===== config.mk =====
export PLATFORM = sky130hd
export DESIGN_NAME = dircc_processing_mem_reader
export DESIGN_NICKNAME = d
export VERILOG_FILES = /design/src/rtl/dircc_processing_mem_reader.sv
export SDC_FILE = /design/constraint.sdc
export NUM_CORES = 1
export LEC_CHECK = 0
export CAP_MARGIN = 20
export CORE_MARGIN = 4
export CORE_UTILIZATION = 55
export DETAILED_ROUTE_END_ITERATION = 8
export GPL_ROUTABILITY_DRIVEN = 0
export PLACE_DENSITY = 0.82
export SYNTH_ARGS = -nofsm -noshare
export SYNTH_HDL_FRONTEND = slang
export SYNTH_SLANG_ARGS = --single-unit

===== constraint.sdc =====
create_clock -name clk -period 2.72 [get_ports clk]
set_input_delay 0.816 -clock clk [delete_from_list [all_inputs] [get_ports clk]]
set_output_delay 0.816 -clock clk [all_outputs]
set_load 0.005 [all_outputs]

===== src/rtl/dircc_processing_mem_reader.sv =====
// Avalon-MM read master for the 16-bit processing-memory port, streaming halfwords out on Avalon-ST.
// Optional running checksum of streamed beats: define DIRCC_MEMRD_CHECKSUM_EN.
module dircc_processing_mem_reader #(
    parameter int ADDR_W     = 15,
    parameter int MEM_WORDS  = 20480,
    parameter int LEN_W      = 16,
    parameter int FIFO_DEPTH = 4
) (
    input  logic              clk,
    input  logic              reset,
    input  logic              cmd_valid,
    output logic              cmd_ready,
    input  logic [ADDR_W-1:0] cmd_addr,
    input  logic [LEN_W-1:0]  cmd_len,
    output logic [ADDR_W-1:0] mem_address,
    output logic              mem_chipselect,
    output logic              mem_write,
    output logic [1:0]        mem_byteenable,
    output logic              mem_clken,
    input  logic [15:0]       mem_readdata,
    output logic              out_valid,
    input  logic              out_ready,
    output logic [15:0]       out_data,
    output logic              out_sop,
    output logic              out_eop,
    output logic              busy,
    output logic              done,
    output logic              err,
    output logic [15:0]       checksum
);

    localparam int PTR_W = $clog2(FIFO_DEPTH);
    localparam int CNT_W = PTR_W + 1;
    localparam int SUM_W = ADDR_W + LEN_W + 1;
    localparam logic [CNT_W:0] DEPTH_C = (CNT_W + 1)'(FIFO_DEPTH);

    localparam logic [1:0] S_IDLE  = 2'd0;
    localparam logic [1:0] S_ISSUE = 2'd1;
    localparam logic [1:0] S_DRAIN = 2'd2;
    localparam logic [1:0] S_FIN   = 2'd3;

    logic [1:0]        state;
    logic [ADDR_W-1:0] cur_addr;
    logic [LEN_W-1:0]  remaining;
    logic              first_pending;
    logic              inflight;
    logic              inflight_sop;
    logic              inflight_eop;
    logic              done_r;
    logic              err_r;

    logic [17:0]       fifo_mem [FIFO_DEPTH];
    logic [PTR_W-1:0]  wr_ptr;
    logic [PTR_W-1:0]  rd_ptr;
    logic [CNT_W-1:0]  fifo_count;
    logic [17:0]       fifo_head;

    logic              accept;
    logic              cmd_over;
    logic [SUM_W-1:0]  cmd_end;
    logic [CNT_W:0]    occupied;
    logic              issue;
    logic              pop;
    logic              drain_done;

    assign cmd_ready = (state == S_IDLE);
    assign accept    = cmd_valid && cmd_ready;
    assign cmd_end   = SUM_W'(cmd_addr) + SUM_W'(cmd_len);
    assign cmd_over  = cmd_end > SUM_W'(MEM_WORDS);

    // A read only goes out if its data is guaranteed a FIFO slot on capture.
    assign occupied  = {1'b0, fifo_count} + {{CNT_W{1'b0}}, inflight};
    assign issue     = (state == S_ISSUE) && (occupied < DEPTH_C);

    assign mem_address    = cur_addr;
    assign mem_chipselect = issue;
    assign mem_write      = 1'b0;
    assign mem_byteenable = 2'b11;
    assign mem_clken      = 1'b1;

    assign fifo_head = fifo_mem[rd_ptr];
    assign out_valid = (fifo_count != '0);
    assign out_data  = out_valid ? fifo_head[15:0] : 16'h0000;
    assign out_sop   = out_valid && fifo_head[17];
    assign out_eop   = out_valid && fifo_head[16];
    assign pop       = out_valid && out_ready;

    // Look ahead at the EOP pop so done lands the cycle right after the last beat.
    assign drain_done = !inflight &&
                        ((fifo_count == '0) || ((fifo_count == CNT_W'(1)) && pop));

    assign busy = (state != S_IDLE);
    assign done = done_r;
    assign err  = err_r;

    always_ff @(posedge clk or posedge reset) begin
        if (reset) begin
            state         <= S_IDLE;
            cur_addr      <= '0;
            remaining     <= '0;
            first_pending <= 1'b0;
            done_r        <= 1'b0;
            err_r         <= 1'b0;
        end else begin
            done_r <= 1'b0;
            err_r  <= 1'b0;
            case (state)
                S_IDLE: begin
                    if (accept) begin
                        if (cmd_over) begin
                            err_r <= 1'b1;
                        end else if (cmd_len == '0) begin
                            done_r <= 1'b1;
                        end else begin
                            cur_addr      <= cmd_addr;
                            remaining     <= cmd_len;
                            first_pending <= 1'b1;
                            state         <= S_ISSUE;
                        end
                    end
                end
                S_ISSUE: begin
                    if (issue) begin
                        cur_addr      <= cur_addr + ADDR_W'(1);
                        remaining     <= remaining - LEN_W'(1);
                        first_pending <= 1'b0;
                        if (remaining == LEN_W'(1)) begin
                            state <= S_DRAIN;
                        end
                    end
                end
                S_DRAIN: begin
                    if (drain_done) begin
                        state  <= S_FIN;
                        done_r <= 1'b1;
                    end
                end
                default: begin
                    state <= S_IDLE;
                end
            endcase
        end
    end

    // SOP/EOP tags ride alongside the read so they reach the FIFO with their data.
    always_ff @(posedge clk or posedge reset) begin
        if (reset) begin
            inflight     <= 1'b0;
            inflight_sop <= 1'b0;
            inflight_eop <= 1'b0;
        end else begin
            inflight     <= issue;
            inflight_sop <= first_pending;
            inflight_eop <= (remaining == LEN_W'(1));
        end
    end

    always_ff @(posedge clk) begin
        if (inflight) begin
            fifo_mem[wr_ptr] <= {inflight_sop, inflight_eop, mem_readdata};
        end
    end

    always_ff @(posedge clk or posedge reset) begin
        if (reset) begin
            wr_ptr     <= '0;
            rd_ptr     <= '0;
            fifo_count <= '0;
        end else begin
            if (inflight) begin
                wr_ptr <= wr_ptr + PTR_W'(1);
            end
            if (pop) begin
                rd_ptr <= rd_ptr + PTR_W'(1);
            end
            case ({inflight, pop})
                2'b10:   fifo_count <= fifo_count + CNT_W'(1);
                2'b01:   fifo_count <= fifo_count - CNT_W'(1);
                default: fifo_count <= fifo_count;
            endcase
        end
    end

`ifdef DIRCC_MEMRD_CHECKSUM_EN
    logic [15:0] checksum_r;

    always_ff @(posedge clk or posedge reset) begin
        if (reset) begin
            checksum_r <= '0;
        end else if (accept && !cmd_over) begin
            checksum_r <= '0;
        end else if (pop) begin
            checksum_r <= checksum_r + out_data;
        end
    end

    assign checksum = checksum_r;
`else
    assign checksum = 16'h0000;
`endif

endmodule


==> results.yml, run 1 <==
layout:
  area_growth_pct: 50.1
  final_area_um2: 10400
  num_antenna_cells: 0
  finalNetCount: 927
  drive_gt1_share_pct: 38.6
  fillers: 559
worst_setup_path:
  reg2reg_to: "state[0]"
  reg2regPathDepth: 12
  path_class: "in2reg"
  endpoint_kind: "flop"
  reg2reg_from: "state[0]"
  ff2ff_setup_slack_ps: -210
  cp_data_required_time_ps: 3020
  crit_arrival_ps: 4140
  crit_fanout: 14
  start_kind: "primary input"
clock_tree:
  insertion_delay_ps: 420
  root_buffer: "clkbuf_16"
  cts_inserted_buffers: 17
  cts-hold-fix-buffers: 0
  htreeDepth: 4
  clockBufferDepth: 2
  clkTransAtPathRegs_ps: 60
  cts_tree: "done"
  cts_sinks: 118
route:
  wl_per_cell_um: 26.0
  vias: 6805
  antenna_left: 0
  route.met3.wl_um: 2520
  drtIter0Drc: 927
  drc: 0
  postRouteWirelength_um: 26700
  top_layer: "met4"
  wl_met2_um: 13100
  dr.pass1.iters: 7
  vias_per_cell: 6.64
  wl_met1_um: 8970
grt:
  groute.usage.overall_pct: 32.4
  first_global_vias: 6590
  grt_remaining_overflow: 0
  grt_first_pass_wirelength_um: 35900
  antenna_found_initial: 0
  grt_max_degree: 61
yosys:
  syn_avg_cell_area_um2: 11.2
  synth-edff-count: 72
  ys.flop_type: "edfxtp_1"
  yosysUniqueCellTypes: 77
  ys_warn_count: 0
  synth_area_um2: 6920
  synth_top_area_share_pct: 31.3
  synthCells: 619
  async_reset_ff_share_pct: 39.0
  synth_seq_area_share_pct: 47.9
  synthTopCellsByArea: "edfxtp_1, dfrtp_1, mux4_2, ha_1, and2_1"
  yosys_register_bits: 118
  synth.largest_area_cell: "edfxtp_1"
floorplan:
  row_count: 40
  die_x_um: 120
  die-area_um2: 14400
  pin_count: 110
  fp.dieH_um: 120
  initial_core_util_pct: 56.9
  core_um2: 12200
power_and_ir_drop:
  peakVddDrop_mv: 0.704
  power.density_nw_per_um2: 1030
  p_leak_nw: 4.20
  power.total_mw: 10.7
outcome:
  status: "complete, but fails checks"
  violations: "setup timing"
place:
  place_area_um2: 8870
  portBuffers: 89
  dp_hpwl_um: 13700
timing:
  slew_viol_final: 0
  grt_setup_unrepaired: "yes"
  slew_headroom_pct: 55.8
  fin_skew_ps: 10.0
  worst_pin_slew_ps: 662
  period_share_pct: 141
  setup_viol: 42
  finalWorstSetupSlack_ps: -1120
  max_clock_freq_mhz: 261
  finalHoldViolCount: 0
  min_period_ps: 3840
min_path:
  whs_path_depth: 0
  holdPathEnd: "inflight_sop"
  hp-start: "first_pending"
  hp-class: "reg2reg"
flow_run:
  drv_cap: 0
[registers in the layout, summed over array words and instances (netlist names)]
signal         count
mem_address       15
inflight_sop       1
done               1
fifo_mem          72
inflight           1
rd_ptr             2
inflight_eop       1
first_pending      1
remaining         16
wr_ptr             2
state              2
err                1
fifo_count         3
[timing repair]
item / 4_1_cts / 5_1_grt
setup buffers: 25 / 16
gates resized for setup: 147 / 82
pin swaps: 38 / 44
setup endpoints to repair: 57 / 57
cloned: 4 / 1
[cells in the final DEF, fill, tap and decap left out, types with 9 or more instances in the layout]
cell / n
buf_4: 120
edfxtp_1: 72
clkdlybuf4s50_1: 49
dfrtp_1: 45
nor2_1: 38
nand2_1: 34
inv_1: 21
buf_6: 21
conb_1: 20
clkbuf_16: 20
mux4_2: 18
ha_1: 18
a21oi_1: 17
nor3_1: 17
o21ai_0: 14
and2_1: 14
nand3_1: 13
and2_4: 13
dlygate4sd2_1: 13
o22ai_1: 12
a31oi_1: 12
clkbuf_2: 11
a21oi_2: 10
ha_4: 10
o2bb2a_4: 9
[layer usage]
metal,vias up,global-route usage [%]
met1,3267,36.7
met4,0,16.5
li1,2796,-
met3,182,7.12
met5,-,0
met2,560,57.4
[cells by family (layout without fill, tap and decap cells)]
group	count (synthesis)	in the layout	synth area share, %
AO/OA/AOI/OAI	167	167	17.4
XOR/XNOR	10	10	1.27
adder cells (fa/ha/maj)	32	32	5.90
buffers and inverters	75	294	5.70
flip-flops	118	118	47.9
multiplexers	24	24	6.80
other	2	20	0.109
AND/OR/NAND/NOR	191	192	14.9
[worst max-delay path by stage]
stage	start	endpoint	slack, ps	depth (start not counted)
finish	cmd_len[11]	mem_address[12]	-1120	14
global route	cmd_len[13]	state[0]	-1100	13
CTS	cmd_len[0]	mem_address[14]	-950	14
detailed placement	cmd_len[0]	mem_address[14]	-1610	14
global placement	cmd_addr[0]	mem_address[14]	-1520	14
floorplan	cmd_addr[0]	state[1]	-920	11
[power breakdown]
part	switching, mW	total [mW]	internal [mW]
Sequential	0.542	2.90	2.36
Combinational	2.62	5.49	2.87
Clock	0.832	2.34	1.51
[worst max-delay path: stages]
cell and delay [ps]:
clkdlybuf4s50_1 610, ha_1 340, buf_4 170, a21oi_1 170, o21ai_0 200, a211o_1 340
nand3_1 180, o311a_4 280, nor4b_4 60, buf_4 150, nor2_4 220, clkbuf_16 250
a21oi_2 70, o22ai_1 260
[synthesized netlist by cell type, types with 4 or more instances]
| master | number |
|---|---|
| o2111ai_1 | 5 |
| nor4_1 | 5 |
| o22a_1 | 7 |
| xor2_1 | 4 |
| a31oi_1 | 13 |
| nand2_1 | 34 |
| nor3_1 | 19 |
| a211o_1 | 5 |
| o21ai_1 | 4 |
| nand4_1 | 4 |
| a211oi_1 | 5 |
| buf_4 | 21 |
| and3_1 | 8 |
| dfrtp_1 | 46 |
| mux4_2 | 18 |
| o21ai_0 | 19 |
| nand3_1 | 15 |
| a21o_1 | 6 |
| buf_6 | 4 |
| ha_1 | 31 |
| a22oi_1 | 10 |
| or3_1 | 6 |
| edfxtp_1 | 72 |
| clkbuf_1 | 20 |
| mux2i_1 | 5 |
| nor2_1 | 41 |
| inv_1 | 24 |
| and2_1 | 27 |
| xnor2_1 | 6 |
| o2bb2a_1 | 9 |
| o211ai_1 | 5 |
| a21oi_1 | 30 |
| nand2b_1 | 6 |
| a2bb2oi_1 | 5 |
| o22ai_1 | 14 |
[per-stage QoR]
step	setup slack, ps	TNS, ps	util (%)	hold slack (ps)	cells
finish	-1120	-36020	85.4	407	1025
global route	-1100	-37430	85.4	423	1025
CTS	-946	-32170	82.6	398	1012
detailed placement	-1610	-56210	72.9	390	951
global placement	-1520	-52580	72.9	390	951
floorplan	-921	-28250	-	374	637
[cell type report]
| cell class | count | area (um^2) | area share [%] |
|---|---|---|---|
| sequential | 118 | 3310 | 31.9 |
| clock buffer | 24 | 482 | 4.64 |
| timing repair buffer | 237 | 2170 | 20.9 |
| tap | 168 | 210 | 2.02 |
| clock inverter | 8 | 123 | 1.18 |
| multi-input combinational | 445 | 3990 | 38.4 |
| inverter | 25 | 93.8 | 0.904 |
Power figures use the tool's default switching activity.
==> inputs of run 2 (changes only) <==
Settings changed: ABC_AREA set to 1, PLACE_DENSITY 0.82 to 0.81.
==> run 2 against run 1 <==
Against the previous run: the flow still finishes with violations (setup timing); largest power group unchanged; global-route usage fell by 4.7 points; wire length is 11% lower; sequential power is essentially flat; highest routed layer unchanged; register-to-register slack improved by 520 ps.
==> results.yml, run 2 <==
worst_setup_path:
  endpoint_kind: "flop"
  slowest_stage: "fa_2"
  cpPeakStageDelay_ps: 430
  start_kind: "primary input"
  crit_start: "cmd_addr[0]"
  crit_arrival_ps: 3110
  cp_data_required_time_ps: 3010
  crit_path_end: "remaining[2]"
  reg2reg_to: "remaining[13]"
  crit_fanout: 8
  reg2regPathDepth: 11
  path_cells: "buf_8 -> ha_4 -> fa_2 -> or2_4 -> nor2_2 -> nand3_1 -> nor2_1 -> nand3_1 -> nor2_1 -> nand3_1 -> nand2_2 -> nand3_4 -> nand2_8 -> buf_12 -> nand2_8 -> nand2_2 -> nand2_1"
  reg2reg_from: "remaining[1]"
  ff2ff_setup_slack_ps: 310
  crit_path_frequent_cell: "nand3_1"
  path_class: "in2reg"
timing:
  worst_pin_slew_ps: 847
  finalHoldViolCount: 0
  finalWorstSetupSlack_ps: -101
  slew_viol_final: 0
  period_share_pct: 104
  slew_headroom_pct: 43.5
  fin_skew_ps: 11.4
  grt_setup_unrepaired: "yes"
  setup_viol: 33
  max_clock_freq_mhz: 354
  min_period_ps: 2820
route:
  drtIter0Drc: 899
  wl_per_cell_um: 18.5
  drc: 0
  vias_per_cell: 5.82
  vias: 7505
  postRouteWirelength_um: 23900
  antenna_left: 0
  dr.pass1.iters: 6
clock_tree:
  clkTransAtPathRegs_ps: 60
  root_buffer: "clkbuf_16"
  cts_inserted_buffers: 17
  htreeDepth: 4
  insertion_delay_ps: 420
  cts_tree: "done"
  clockBufferDepth: 2
  cts_sinks: 118
  cts-hold-fix-buffers: 0
yosys:
  async_reset_ff_share_pct: 39.0
  ys_warn_count: 0
  synth_common_cells: "nand2_1, nor2_1, inv_1"
  yosys_register_bits: 118
  synth_area_um2: 7130
  synthTopCellsByArea: "edfxtp_1, dfrtp_1, nand2_1, nor2_1, nand3_1"
  syn_avg_cell_area_um2: 7.82
  synth.most_common_cell: "nand2_1"
  synthCells: 912
  synth-edff-count: 72
  synth.largest_area_cell: "edfxtp_1"
  yosysUniqueCellTypes: 37
  ys.flop_type: "edfxtp_1"
  synth_top_area_share_pct: 30.3
  synth_seq_area_share_pct: 46.5
power_and_ir_drop:
  pwr-share-clk_pct: 20.4
  peakVddDrop_mv: 0.687
  pwr-share-comb_pct: 53.8
  p_int_mw: 6.32
  seq_power_share_pct: 25.9
  power.density_nw_per_um2: 1070
  switching_share_pct: 43.0
  netSwitchingPower_mw: 4.77
  p_leak_nw: 4.73
floorplan:
  pin_count: 110
  initial_core_util_pct: 56.3
  fp.dieH_um: 122
  core_um2: 12700
  die-area_um2: 14800
  row_count: 41
  die_x_um: 122
grt:
  grt_remaining_overflow: 0
  grt_first_pass_wirelength_um: 32200
  first_global_vias: 6900
  groute.usage.overall_pct: 27.7
  antenna_found_initial: 0
  grt_max_degree: 47
outcome:
  status: "complete, but fails checks"
  violations: "setup timing"
layout:
  num_antenna_cells: 0
  layout_common_cells: "nand2_1, nor2_1, buf_4"
  largest_register_ffs: 72
  regMostFlops: "fifo_mem"
  final_area_um2: 10400
  final_common_cell: "nand2_1"
  utilization_pct: 81.7
  final_cells: 1290
  drive_gt1_share_pct: 29.6
  finalNetCount: 1188
  area_growth_pct: 45.2
min_path:
  hp-class: "reg2reg"
  hp-start: "first_pending"
place:
  dp_cells: 1219
  place_area_um2: 8640
  dp_hpwl_um: 12600
  portBuffers: 89
flow_run:
  drv_cap: 0
[run 2: cell families after synthesis]
family / count (synthesis) / share of synthesized area, %
buffers and inverters: 147 / 9.37
AOI/OAI and AO/OA: 115 / 8.35
DFF: 118 / 46.5
xor gates and xnor gates: 14 / 1.72
other: 2 / 0.105
adders and majority gates: 32 / 5.72
and+or+nand+nor: 484 / 28.3
[run 2: final cells by class]
class                      count  area (um^2)
multi-input combinational    668         4040
sequential                   118         3320
fill                         708         2320
timing repair buffer         202         1820
clock buffer                  17          425
inverter                      98          369
tap                          172          215
clock inverter                15          168
[run 2: power by group through the flow]
stage | Combinational (mW) | Sequential [mW] | Clock (mW)
final | 5.96 | 2.87 | 2.26
after global routing | 6.39 | 2.91 | 2.35
after CTS | 4.79 | 2.78 | 2.25
after detailed placement | 4.32 | 2.79 | 0
after global placement | 4.17 | 2.78 | 0
after floorplan | 2.70 | 2.71 | 0
[run 2: worst max-delay path: cells and delay by family]
kind | cells | cell delay [ps]
simple gates | 13 | 1460
fa+ha+maj | 2 | 590
buf+inv | 2 | 230
[run 2: through the flow]
step	hold WS, ps	setup slack (ps)	power (mW)	setup TNS [ps]
after floorplan	354	-31.5	5.40	-892
after global placement	368	-779	6.94	-26810
after detailed placement	372	-843	7.11	-28470
after CTS	394	-117	9.81	-224
after global routing	425	-188	11.7	-4390
final	423	-101	11.1	-1800
[run 2: repair_timing]
item | 4_1_cts | 5_1_grt
endpoints found under the setup margin | 55 | 46
resized for setup | 127 | 183
gates cloned | 4 | 1
buffers inserted | 15 | 19
pin swaps | 25 | 56
[run 2: metal layers]
| layer | routed length (um) | global-route usage (%) | vias up |
|---|---|---|---|
| li1 | - | - | 3328 |
| met1 | 8260 | 31.6 | 3505 |
| met3 | 2210 | 5.43 | 133 |
| met2 | 12000 | 48.8 | 539 |
| met4 | 1400 | 15.3 | 0 |
| met5 | 0 | 0 | - |
[run 2: worst min-delay path by stage]
| stage | cells past startpoint | end | slack [ps] |
|---|---|---|---|
| 4_1_cts | 0 | inflight_sop | 390 |
| 5_1_grt | 0 | inflight_sop | 430 |
| 2_1_floorplan | 0 | inflight_sop | 350 |
| 3_3_place_gp | 0 | inflight_sop | 370 |
| 6_report | 0 | inflight_sop | 420 |
| 3_5_place_dp | 0 | inflight_sop | 370 |
==> patch (config.mk and constraints of run 1) <==
`FIFO_DEPTH`: 4 -> 8.
--- a/src/rtl/dircc_processing_mem_reader.sv
+++ b/src/rtl/dircc_processing_mem_reader.sv
@@ -5,5 +5,5 @@
     parameter int MEM_WORDS  = 20480,
     parameter int LEN_W      = 16,
-    parameter int FIFO_DEPTH = 4
+    parameter int FIFO_DEPTH = 8
 ) (
     input  logic              clk,
Check against the original RTL: not equivalent (Yosys sat finds a counterexample within 10 cycles, from zero or initial values and one cycle with reset high).
==> patch against run 1 <==
Synthesized area is 38% higher. Sequential cell count is 75 higher. First-iteration DRC count decreased by 14%. Core utilization shrank 8.0 points. Largest cell class is now flip-flops and latches. Setup slack better by 0.40 ns. Final area rose by 25%. Combinational power grew 2%. The flow still finishes with violations (setup timing). Highest routed layer unchanged. Non-clock buffer count is 1 lower. Power rose by 14%. Routed wire length is 7.8% higher. Die area rose by 35%.
==> patch: results <==
layout:
  nets: 1033
  fin_util: 0.774
  fill_cells: 950
  largest_register_ff_count: 144
routing:
  wl_um: 28800
  dr_wl_met2_um: 15400
  dr.pass1.iters: 6
  post_drt_via_cell_ratio: 6.41
  met1_length_um: 9970
yosys:
  synth-seq-area-share: 0.582
  synthArstFlopShare: 0.254
  synth_xor_xnor_area_share: 0.0138
  synth_commonest_cells: "edfxtp_1, nor2_1, nand2_1, a21oi_1, dfrtp_1"
  synth_compound_area_frac: 0.109
global_route:
  use_met3: 0.0436
  grt_start_max_net_pins: 64
  grt_usage: 0.274
  grt_pass1_vias: 7763
power:
  pwr-share-clk: 0.196
  seq_power_share: 0.344
  ir_worst_vdd_mv: 0.546
sta:
  setup_violations: 52
  finalClockSkew_ns: 0.0119
  slew_headroom: 0.550
  worst_slack_ns: -0.721
  hold_slack_ns: 0.390
critical_path:
  rr_worst_depth: 11
  max_stage_delay_ns: 0.41
  r2r-end: "mem_address[12]$_DFFE_PP0P_"
  crit_slowest_cell: "or3b_4"
  cp_max_fo: 7
outcome:
  violations: "setup timing"
  status: "finished, violations left"
clock_network:
  ctsResizeCount: 219
  path_clk_slew_ns: 0.08
placed_design:
  dp_cells: 1102
  dpl.hpwl_um: 16100
==> patch: cell types whose count changed after synthesis, sizes merged, moves of 7 or more <==
cell           run 1  this run
edfxtp            72       144
and2              27         6
a21oi             33        53
mux2i              5        24
nand2             35        54
mux4              18        36
nor2              42        59
a31oi             13         1
a22oi             10         0
o2bb2a             9         0
o21ai             24        31
o22a               7         0
==> patch: stage by stage <==
step | worst slack (ns) | setup TNS [ns]
2_1_floorplan | -0.646 | -17.44
3_3_place_gp | -1.35 | -45.90
3_5_place_dp | -1.48 | -49.18
4_1_cts | -0.493 | -17.20
5_1_grt | -0.796 | -27.31
6_report | -0.721 | -23.20
==> patch: area by class of cell <==
type / count / area share
Sequential cell: 193 / 0.426
Clock buffer: 17 / 0.0327
Multi-Input combinational cell: 483 / 0.332
Inverter: 22 / 0.00634
Tap cell: 220 / 0.0211
Timing Repair Buffer: 236 / 0.170
Clock inverter: 14 / 0.0112
